--- config.mk ---
export PLATFORM = sky130hd
export DESIGN_NAME = channel_row_scheduler
export DESIGN_NICKNAME = d
export VERILOG_FILES = /design/src/rtl/channel_row_scheduler_pkg.sv /design/src/rtl/next_enabled_channel.sv /design/src/rtl/channel_row_scheduler.sv
export SDC_FILE = /design/constraint.sdc
export NUM_CORES = 1
export LEC_CHECK = 0
export BUFFER_PORTS_ARGS = -buffer_cell sky130_fd_sc_hd__clkbuf_2
export CAP_MARGIN = 20
export CORE_ASPECT_RATIO = 0.9
export CORE_UTILIZATION = 53
export DETAILED_ROUTE_END_ITERATION = 7
export GPL_TIMING_DRIVEN = 0
export PLACE_DENSITY = 0.88
export SETUP_SLACK_MARGIN = 0.5
export SYNTH_ARGS = -nofsm -noshare
export SYNTH_HDL_FRONTEND = slang
export SYNTH_HIERARCHICAL = 1
export SYNTH_SLANG_ARGS = --single-unit
--- constraint.sdc ---
create_clock -name clk -period 2.2 [get_ports clk]
set_input_delay 0.22 -clock clk [delete_from_list [all_inputs] [get_ports clk]]
set_output_delay 0.22 -clock clk [all_outputs]
set_load 0.005 [all_outputs]
--- src/rtl/channel_row_scheduler_pkg.sv ---
`default_nettype none
// ============================================================================
// channel_row_scheduler_pkg : shared types for the channel row scheduler
// Revision: 1.0
// ============================================================================
package channel_row_scheduler_pkg;

  typedef enum logic [1:0] {
    ST_IDLE   = 2'd0,
    ST_COUNT  = 2'd1,
    ST_DIVIDE = 2'd2,
    ST_READY  = 2'd3
  } state_e;

  function automatic int max_int(input int a, input int b);
    return (a > b) ? a : b;
  endfunction

endpackage
`default_nettype wire

--- src/rtl/next_enabled_channel.sv ---
`default_nettype none
// ============================================================================
// next_enabled_channel : lowest set bit of a mask strictly above an index
// Revision: 1.0
// ============================================================================
module next_enabled_channel #(
  parameter int N  = 10,
  parameter int NW = $clog2(N)
) (
  input  logic [N-1:0]     mask,
  input  logic signed [NW:0] after,
  output logic             found,
  output logic [NW-1:0]    idx
);

  // Descending scan so the last hit is the lowest qualifying bit.
  always_comb begin
    found = 1'b0;
    idx   = '0;
    for (int i = N - 1; i >= 0; i--) begin
      if (mask[i] && (i > int'(after))) begin
        found = 1'b1;
        idx   = NW'(i);
      end
    end
  end

endmodule
`default_nettype wire

--- src/rtl/channel_row_scheduler.sv ---
`default_nettype none
// ============================================================================
// channel_row_scheduler : per-frame channel layout and per-row channel lookup
// Revision: 1.0
// ============================================================================
module channel_row_scheduler
  import channel_row_scheduler_pkg::*;
#(
  parameter int MAX_CHAN_COUNT = 10,
  parameter int OFFSET         = 0,
  parameter int VGA_VER_RES    = 480
) (
  input  logic                                 clk,
  input  logic                                 rst,
  input  logic [MAX_CHAN_COUNT-1:0]            channel_enable,
  input  logic                                 frame_start,
  input  logic                                 row_strobe,
  input  logic [$clog2(VGA_VER_RES)-1:0]       pixel_row,
  output logic                                 layout_valid,
  output logic [$clog2(MAX_CHAN_COUNT+1)-1:0]  channel_count,
  output logic [$clog2(VGA_VER_RES)-1:0]       channel_height,
  output logic                                 is_channel,
  output logic [$clog2(MAX_CHAN_COUNT)-1:0]    channel_number,
  output logic [$clog2(VGA_VER_RES)-1:0]       row_in_channel
);

  localparam int RW = $clog2(VGA_VER_RES);
  localparam int CW = $clog2(MAX_CHAN_COUNT + 1);
  localparam int NW = $clog2(MAX_CHAN_COUNT);
  localparam int IW = $clog2(max_int(MAX_CHAN_COUNT, RW));
  localparam logic [RW-1:0] DIVIDEND   = RW'(VGA_VER_RES - OFFSET);
  localparam logic [RW:0]   ROW_OFFSET = (RW+1)'(OFFSET);

  state_e                    state_q, state_d;
  logic [MAX_CHAN_COUNT-1:0] en_q, en_d;
  logic [IW-1:0]             idx_q, idx_d;
  logic [CW-1:0]             count_q, count_d;
  logic [CW-1:0]             vis_q, vis_d;
  logic [RW-1:0]             rem_q, rem_d;
  logic [RW-1:0]             quo_q, quo_d;
  logic [RW-1:0]             height_q, height_d;
  logic                      valid_q, valid_d;
  logic                      is_ch_q, is_ch_d;
  logic [NW-1:0]             ch_q, ch_d;
  logic [RW-1:0]             ric_q, ric_d;

  logic [RW:0]               div_shift, div_diff, row_rel;
  logic                      div_ge, row_below, row_at;
  logic                      first_found, next_found;
  logic [NW-1:0]             first_idx, next_idx;
  logic signed [NW:0]        after_none, after_cur;

  assign after_none = '1;
  assign after_cur  = $signed({1'b0, ch_q});

  next_enabled_channel #(.N(MAX_CHAN_COUNT), .NW(NW)) u_first (
    .mask(en_q), .after(after_none), .found(first_found), .idx(first_idx)
  );

  next_enabled_channel #(.N(MAX_CHAN_COUNT), .NW(NW)) u_next (
    .mask(en_q), .after(after_cur), .found(next_found), .idx(next_idx)
  );

  // Restoring divide: dividend bits shift out of quo_q as quotient bits shift in.
  assign div_shift = {rem_q, quo_q[RW-1]};
  assign div_diff  = div_shift - (RW+1)'(count_q);
  assign div_ge    = (div_shift >= (RW+1)'(count_q));

  // Borrow of (pixel_row - OFFSET) flags rows above the channel area.
  assign row_rel   = {1'b0, pixel_row} - ROW_OFFSET;
  assign row_below = row_rel[RW];
  assign row_at    = (row_rel == '0);

  always_comb begin
    state_d  = state_q;
    en_d     = en_q;
    idx_d    = idx_q;
    count_d  = count_q;
    vis_d    = vis_q;
    rem_d    = rem_q;
    quo_d    = quo_q;
    height_d = height_q;
    valid_d  = valid_q;
    is_ch_d  = is_ch_q;
    ch_d     = ch_q;
    ric_d    = ric_q;
    if (frame_start) begin
      en_d    = channel_enable;
      valid_d = 1'b0;
      idx_d   = '0;
      count_d = '0;
      state_d = ST_COUNT;
    end else begin
      case (state_q)
        ST_COUNT: begin
          count_d = count_q + CW'(en_q[idx_q]);
          idx_d   = idx_q + 1'b1;
          if (idx_q == IW'(MAX_CHAN_COUNT - 1)) begin
            idx_d   = '0;
            rem_d   = '0;
            quo_d   = DIVIDEND;
            state_d = ST_DIVIDE;
          end
        end
        ST_DIVIDE: begin
          rem_d = div_ge ? div_diff[RW-1:0] : div_shift[RW-1:0];
          quo_d = {quo_q[RW-2:0], div_ge};
          idx_d = idx_q + 1'b1;
          if (idx_q == IW'(RW - 1)) begin
            idx_d    = '0;
            height_d = (count_q == '0) ? '0 : quo_d;
            valid_d  = 1'b1;
            state_d  = ST_READY;
          end
        end
        ST_READY: begin
          if (row_strobe) begin
            if (row_below) begin
              is_ch_d = 1'b0;
            end else if (row_at) begin
              vis_d   = '0;
              ric_d   = '0;
              ch_d    = first_found ? first_idx : '0;
              is_ch_d = (count_q != '0);
            end else if (vis_q >= count_q) begin
              is_ch_d = 1'b0;
            end else if (ric_q == height_q - 1'b1) begin
              // Past the last channel the position freezes on its final row.
              vis_d   = vis_q + 1'b1;
              is_ch_d = ((vis_q + 1'b1) < count_q);
              if (next_found) begin
                ch_d  = next_idx;
                ric_d = '0;
              end
            end else begin
              ric_d   = ric_q + 1'b1;
              is_ch_d = 1'b1;
            end
          end
        end
        default: ;
      endcase
    end
  end

  always_ff @(posedge clk) begin
    if (rst) begin
      state_q  <= ST_IDLE;
      en_q     <= '0;
      idx_q    <= '0;
      count_q  <= '0;
      vis_q    <= '0;
      rem_q    <= '0;
      quo_q    <= '0;
      height_q <= '0;
      valid_q  <= 1'b0;
      is_ch_q  <= 1'b0;
      ch_q     <= '0;
      ric_q    <= '0;
    end else begin
      state_q  <= state_d;
      en_q     <= en_d;
      idx_q    <= idx_d;
      count_q  <= count_d;
      vis_q    <= vis_d;
      rem_q    <= rem_d;
      quo_q    <= quo_d;
      height_q <= height_d;
      valid_q  <= valid_d;
      is_ch_q  <= is_ch_d;
      ch_q     <= ch_d;
      ric_q    <= ric_d;
    end
  end

  assign layout_valid   = valid_q;
  assign channel_count  = count_q;
  assign channel_height = height_q;
  assign is_channel     = is_ch_q;
  assign channel_number = ch_q;
  assign row_in_channel = ric_q;

endmodule
`default_nettype wire

==> results.yml, run 1 <==
grt:
  grt_max_degree: 12
  antenna_found_initial: 0
  grt_pass1_vias: 4829
  grt_usage_pct: 34.8
  grt_pass1_wl_mm: 22.5
  overflow: 0
final_layout:
  fin_nets: 721
  instances_no_fill: 775
  drive_gt1_share_pct: 42.6
  antenna_cells: 0
  syn_to_final_growth_pct: 48.7
synth:
  ys_warn_count: 6
  synthTopCellsByCount: "dfxtp_1 (66), nor2_1 (54), a21oi_1 (44), nand2_1 (39), nand3_1 (30)"
  synthesis.area_um2: 4260
  synth_edf_count: 0
  synth_ff_type: "dfxtp_1"
  seq_area_frac_synth_pct: 31.0
  synth_top_area_share_pct: 31.0
  synthDistinctLibCells: 60
  yosysMostFrequentCell: "dfxtp_1"
  syn_inst: 529
  async_reset_ff_share_pct: 0
  avgSynthCellArea_um2: 8.06
  ys_ff_latch: 66
  synth.top_cells.by_area: "dfxtp_1 (31%), ha_1 (6.7%), a21oi_1 (5.2%), nor2_1 (4.8%), mux2i_1 (4.2%)"
  synth_area_leader_cell: "dfxtp_1"
floorplanning:
  die_x_um: 96.6
  die_h_um: 87.1
  initial_utilization_pct: 55.7
  die_area_um2: 8410
  rows: 30
  io_pins: 51
  core_area_um2: 7660
placed_design:
  post-place-ws_ns: -0.386
  gp_congestion: 0.853
  io_buffers: 49
  dp.final_hpwl_mm: 8.30
  placed_cells: 710
setup_path:
  max_stage_delay_ns: 0.55
  slowest_stage: "dfxtp_1"
  cpLargestDelayFamily: "compound AO/OA/AOI/OAI gates"
  end_kind: "flop"
  critPathArrivalTime_ns: 2.71
  crit_path_start_kind: "flop"
  required_ns: 2.46
  r2r_setup_slack_ns: -0.25
  path_class: "flop to flop"
  crit_fanout: 8
  crit_chain: "nor3b_1 -> mux2i_1 -> o22ai_1 -> nand3b_1 -> buf_4 -> o31ai_4 -> a21o_4 -> nor2b_1"
  crit_buf_inv: 1
  critPathLaunch: "row_in_channel[2]$_SDFFE_PP0P_"
  r2r-start: "row_in_channel[2]$_SDFFE_PP0P_"
route:
  drc: 0
  vias: 5278
  wirelength_mm: 18.2
  ant_nets: 0
  viasPerCell: 6.81
  wl_per_cell_um: 23.5
  firstDrtPassIters: 6
  drt-initial-drc-count: 658
cts:
  clock_path_buffers: 2
  cts.clk_slew.worst_paths_ns: 0.08
  cts_tree: "done"
  clkLatencyLatePin_ns: 0.37
  cts-root-buf: "clkbuf_8"
  numCtsBuffers: 9
  cts_sinks: 66
  ctsHtreeMaxLevel: 3
timing:
  finalCritPeriodShare_pct: 112
  hold_viol: 0
  max_slew.worst_pin.slew_ns: 0.866
  final.setup.tns_ns: -3.78
  setup_ws_ns: -0.254
  layout_min_cycle_time_ns: 2.45
  fmax_ghz: 0.407
  clock_skew_ns: 0.0180
  worst_hold_slack_ns: 0.120
  finalSetupViolCount: 19
  max_slew_margin_pct: 42.3
  slew_viol_final: 0
  grt_setup_unrepaired: "yes"
run_status:
  status: "finished with violations"
  violations: "setup timing"
power:
  p_comb_share_pct: 13.6
  clkPwrFrac_pct: 42.5
  cellPowerDensity_nw_per_um2: 443
  ir_worst_vdd_v: 0.000509
  p_int_mw: 2.02
  sw_frac_of_total_pct: 28.1
  p_switching_mw: 0.788
  p_seq_share_pct: 43.9
  p_leak_nw: 2.49
worst_hold_path:
  min_from: "channel_enable[9]"
  hold_path.class: "primary input to flop"
job:
  drv_cap: 0
cell type report:
type                       instances  area (µm²)
buffer                            28         251
clock buffer                      11         141
clock inverter                     5        77.6
fill                             366        1320
inverter                          24         103
multi-input combinational        447        3580
sequential                        66        1370
tap                               96         120
timing repair buffer              98         697
placed cells by master, fill, tap and decap left out, types with 15 or more instances in the layout:
| cell | count |
|---|---|
| nand3_2 | 15 |
| dfxtp_1 | 44 |
| buf_4 | 37 |
| a21oi_2 | 20 |
| a21oi_1 | 22 |
| nand2_1 | 32 |
| nor2_1 | 48 |
| conb_1 | 38 |
| mux2i_1 | 18 |
| clkbuf_2 | 51 |
| nand3_1 | 15 |
power groups by stage:
| stage | combinational [mW] | sequential [mW] | clock [mW] |
|---|---|---|---|
| finish | 0.383 | 1.23 | 1.19 |
| global route | 0.406 | 1.23 | 1.21 |
| CTS | 0.282 | 1.22 | 1.15 |
| detailed placement | 0.242 | 1.26 | 0 |
| global placement | 0.231 | 1.26 | 0 |
| floorplan | 0.184 | 1.25 | 0 |
cell families (layout without fill, tap and decap cells):
family | Yosys count | count (layout) | synth area share, %
multiplexers | 22 | 22 | 5.81
XOR/XNOR | 23 | 23 | 4.72
AO/OA/AOI/OAI | 138 | 138 | 21.8
other | 2 | 38 | 0.176
buffers and inverters | 52 | 166 | 4.84
adder cells (fa/ha/maj) | 24 | 24 | 7.22
flip-flops | 66 | 66 | 31.0
AND/OR/NAND/NOR | 202 | 202 | 24.5
path summary, 6_finish.rpt:
| check | to | cells past startpoint |
|---|---|---|
| worst max register to register | row_in_channel[2]$_SDFFE_PP0P_ | 8 |
| worst min register to register | channel_height[6]$_SDFFE_PP0P_ | 2 |
| worst min-delay path | en_q[9]$_SDFFE_PP0P_ | 3 |
| worst max-delay path | row_in_channel[2]$_SDFFE_PP0P_ | 8 |
state kept, by name, summed over array words and instances (netlist names):
name	cells
channel_count	4
channel_height	9
channel_number	4
en_q	10
idx_q	4
is_channel	1
layout_valid	1
quo_q	9
rem_q	9
row_in_channel	9
state_q	2
vis_q	4
per-stage QoR:
step                      total power [mW]  utilization (%)  instance area, µm²
after floorplan                       1.43                -                4600
final                                 2.81             82.8                6340
after global placement                1.49             64.9                4970
after detailed placement              1.50             64.9                4970
after global routing                  2.85             82.8                6340
after CTS                             2.65             75.8                5800
what timing repair did:
item | CTS | global route
setup endpoints to repair | 42 | 49
hold buffers | 0 | 0
resized for setup | 85 | 109
gates cloned | 1 | 1
pin swaps | 51 | 46
setup buffers | 36 | 11
tightest hold or removal path, delay by kind of cell:
| family | cells | cell delay, ns |
|---|---|---|
| buffers and inverters | 1 | 0.09 |
| AND/OR/NAND/NOR | 1 | 0.08 |
| multiplexers | 1 | 0.06 |
per-layer routing:
| layer | wire length [µm] | vias to the layer above | GRT usage [%] |
|---|---|---|---|
| li1 | - | 2170 | - |
| met1 | 6290 | 2413 | 38.7 |
| met2 | 8250 | 509 | 59.5 |
| met3 | 2230 | 186 | 10.4 |
| met4 | 1440 | 0 | 18.4 |
| met5 | 0 | - | 0 |
Note: power is estimated with default switching activity, not from simulation.
==> run 2, diff against run 1 <==
Settings changed: BUFFER_PORTS_ARGS -buffer_cell sky130_fd_sc_hd__clkbuf_2 to -buffer_cell sky130_fd_sc_hd__buf_2, SKIP_LAST_GASP set to 1.
==> results.yml, run 2 (synthesis results as in run 1) <==
floorplanning:
  rows: 30
  die_x_um: 96.6
  core_area_um2: 7660
  die_area_um2: 8410
  io_pins: 51
  die_h_um: 87.1
  initial_utilization_pct: 55.7
setup_path:
  crit_fanout: 8
  slowest_stage: "or4_4"
  critPathArrivalTime_ns: 2.77
  path_class: "flop to flop"
  reg2regPathDepth: 8
  cp.depth: 8
  crit_path_start_kind: "flop"
  max_stage_delay_ns: 0.51
  required_ns: 2.42
  end_kind: "flop"
  cpLargestDelayFamily: "simple AND/OR/NAND/NOR gates"
  crit_chain: "nor4_4 -> a21oi_1 -> or4_4 -> o311a_4 -> or2_1 -> buf_6 -> o31ai_2 -> a211oi_1"
  crit_buf_inv: 1
placed_design:
  io_buffers: 49
  dp.final_hpwl_mm: 8.19
  post_dp_cell_area_um2: 4970
  post-place-ws_ns: -0.315
  gp_congestion: 0.853
route:
  wirelength_mm: 15.0
  vias: 4902
  drt-initial-drc-count: 433
  drc: 0
  viasPerCell: 6.40
  firstDrtPassIters: 8
  ant_nets: 0
  wl_per_cell_um: 19.5
cts:
  numCtsBuffers: 9
  clock_path_buffers: 2
  ctsHtreeMaxLevel: 3
  cts_sinks: 66
  clkLatencyLatePin_ns: 0.36
  cts_tree: "done"
  cts-root-buf: "clkbuf_8"
  cts.clk_slew.worst_paths_ns: 0.08
power:
  ir_worst_vdd_v: 0.000331
  finalPower_mw: 2.88
  sw_frac_of_total_pct: 25.1
  p_switching_mw: 0.721
  p_leak_nw: 2.41
  clkPwrFrac_pct: 46.3
  cellPowerDensity_nw_per_um2: 481
  p_seq_share_pct: 42.6
  p_int_mw: 2.16
  p_comb_share_pct: 11.1
timing:
  finalSetupViolCount: 20
  grt_setup_unrepaired: "yes"
  slew_viol_final: 0
  finalCritPeriodShare_pct: 116
  clock_skew_ns: 0.00806
  setup_ws_ns: -0.353
  layout_min_cycle_time_ns: 2.55
  max_slew.worst_pin.slew_ns: 0.702
  final.setup.tns_ns: -5.54
  hold_viol: 0
  max_slew_margin_pct: 53.2
  fmax_ghz: 0.392
final_layout:
  largest_reg_flops: 10
  antenna_cells: 0
  final_common_cell: "nor2_1"
  final_area_um2: 5990
  fin_nets: 712
  regMostFlops: "en_q"
  fillerInstances: 462
  final_cell_mix: "nor2_1 (52), buf_2 (50), dfxtp_1 (45)"
  syn_to_final_growth_pct: 40.5
  drive_gt1_share_pct: 34.9
job:
  drv_cap: 0
grt:
  antenna_found_initial: 0
  grt_max_degree: 13
  overflow: 0
  grt_pass1_vias: 4544
  grt_pass1_wl_mm: 21.0
  grt_usage_pct: 32.1
run_status:
  status: "finished with violations"
  violations: "setup timing"
worst_hold_path:
  whs_path_depth: 3
  hold_path.class: "primary input to flop"
[run 2: cell types whose count changed in the layout (fill, tap and decap cells not counted), moves of 11 or more]
cell	change
buf_2	+49
clkbuf_2	-49
a21oi_1	+17
nand3_2	-13
nand3_1	+11
a21oi_2	-16
[run 2: what timing repair did]
action | 4_1_cts | 5_1_grt
buffers inserted | 30 | 9
endpoints found under the setup margin | 44 | 49
resized for setup | 64 | 57
hold endpoints to repair | 0 | 0
hold buffers | 0 | 0
pin swaps | 40 | 24
cloned | 0 | 1
[run 2: area by class of cell]
| cell class | instances | area [µm²] | area share, % |
|---|---|---|---|
| Clock inverter | 6 | 111 | 1.86 |
| Clock buffer | 10 | 149 | 2.49 |
| Buffer | 28 | 234 | 3.91 |
| Tap cell | 96 | 120 | 2.01 |
| Sequential cell | 66 | 1370 | 22.9 |
| Timing Repair Buffer | 88 | 573 | 9.57 |
| Inverter | 24 | 97.6 | 1.63 |
| Multi-Input combinational cell | 448 | 3330 | 55.6 |
[run 2: path summary, 6_finish.rpt]
path,start,end,slack (ns)
worst min register to register,quo_q[5]$_SDFFE_PP0P_,channel_height[6]$_SDFFE_PP0P_,0.48
worst max-delay path,channel_height[2]$_SDFFE_PP0P_,channel_number[1]$_SDFFE_PP0P_,-0.35
worst max register to register,channel_height[2]$_SDFFE_PP0P_,channel_number[1]$_SDFFE_PP0P_,-0.35
worst min-delay path,channel_enable[5],en_q[5]$_SDFFE_PP0P_,0.10
[run 2: worst reg2reg max path: stages, from the launching register on]
cell and delay (ns):
dfxtp_2 0.41, nor4_4 0.39, a21oi_1 0.18, or4_4 0.51, o311a_4 0.17, or2_1 0.26, buf_6 0.15, o31ai_2 0.24
a211oi_1 0.10
[run 2: power groups by stage]
stage               registers [mW]  logic (mW)  clock network (mW)
finish                        1.23       0.319                1.33
global route                  1.23       0.343                1.38
CTS                           1.23       0.279                1.33
detailed placement            1.26       0.242                   0
global placement              1.26       0.231                   0
floorplan                     1.25       0.184                   0
[run 2: metal layers]
metal  global-route usage [%]  routed length (µm)
met5                        0                   0
met4                     15.5                 733
met3                     7.68                1330
met2                     55.1                7430
met1                     37.2                5480
[run 2: per-stage QoR]
stage / std cells / utilization, % / hold WS, ns
global route: 766 / 78.2 / 0.112
finish: 766 / 78.2 / 0.100
floorplan: 565 / - / 0.367
global placement: 710 / 64.9 / 0.457
CTS: 756 / 74.5 / 0.104
detailed placement: 710 / 64.9 / 0.458
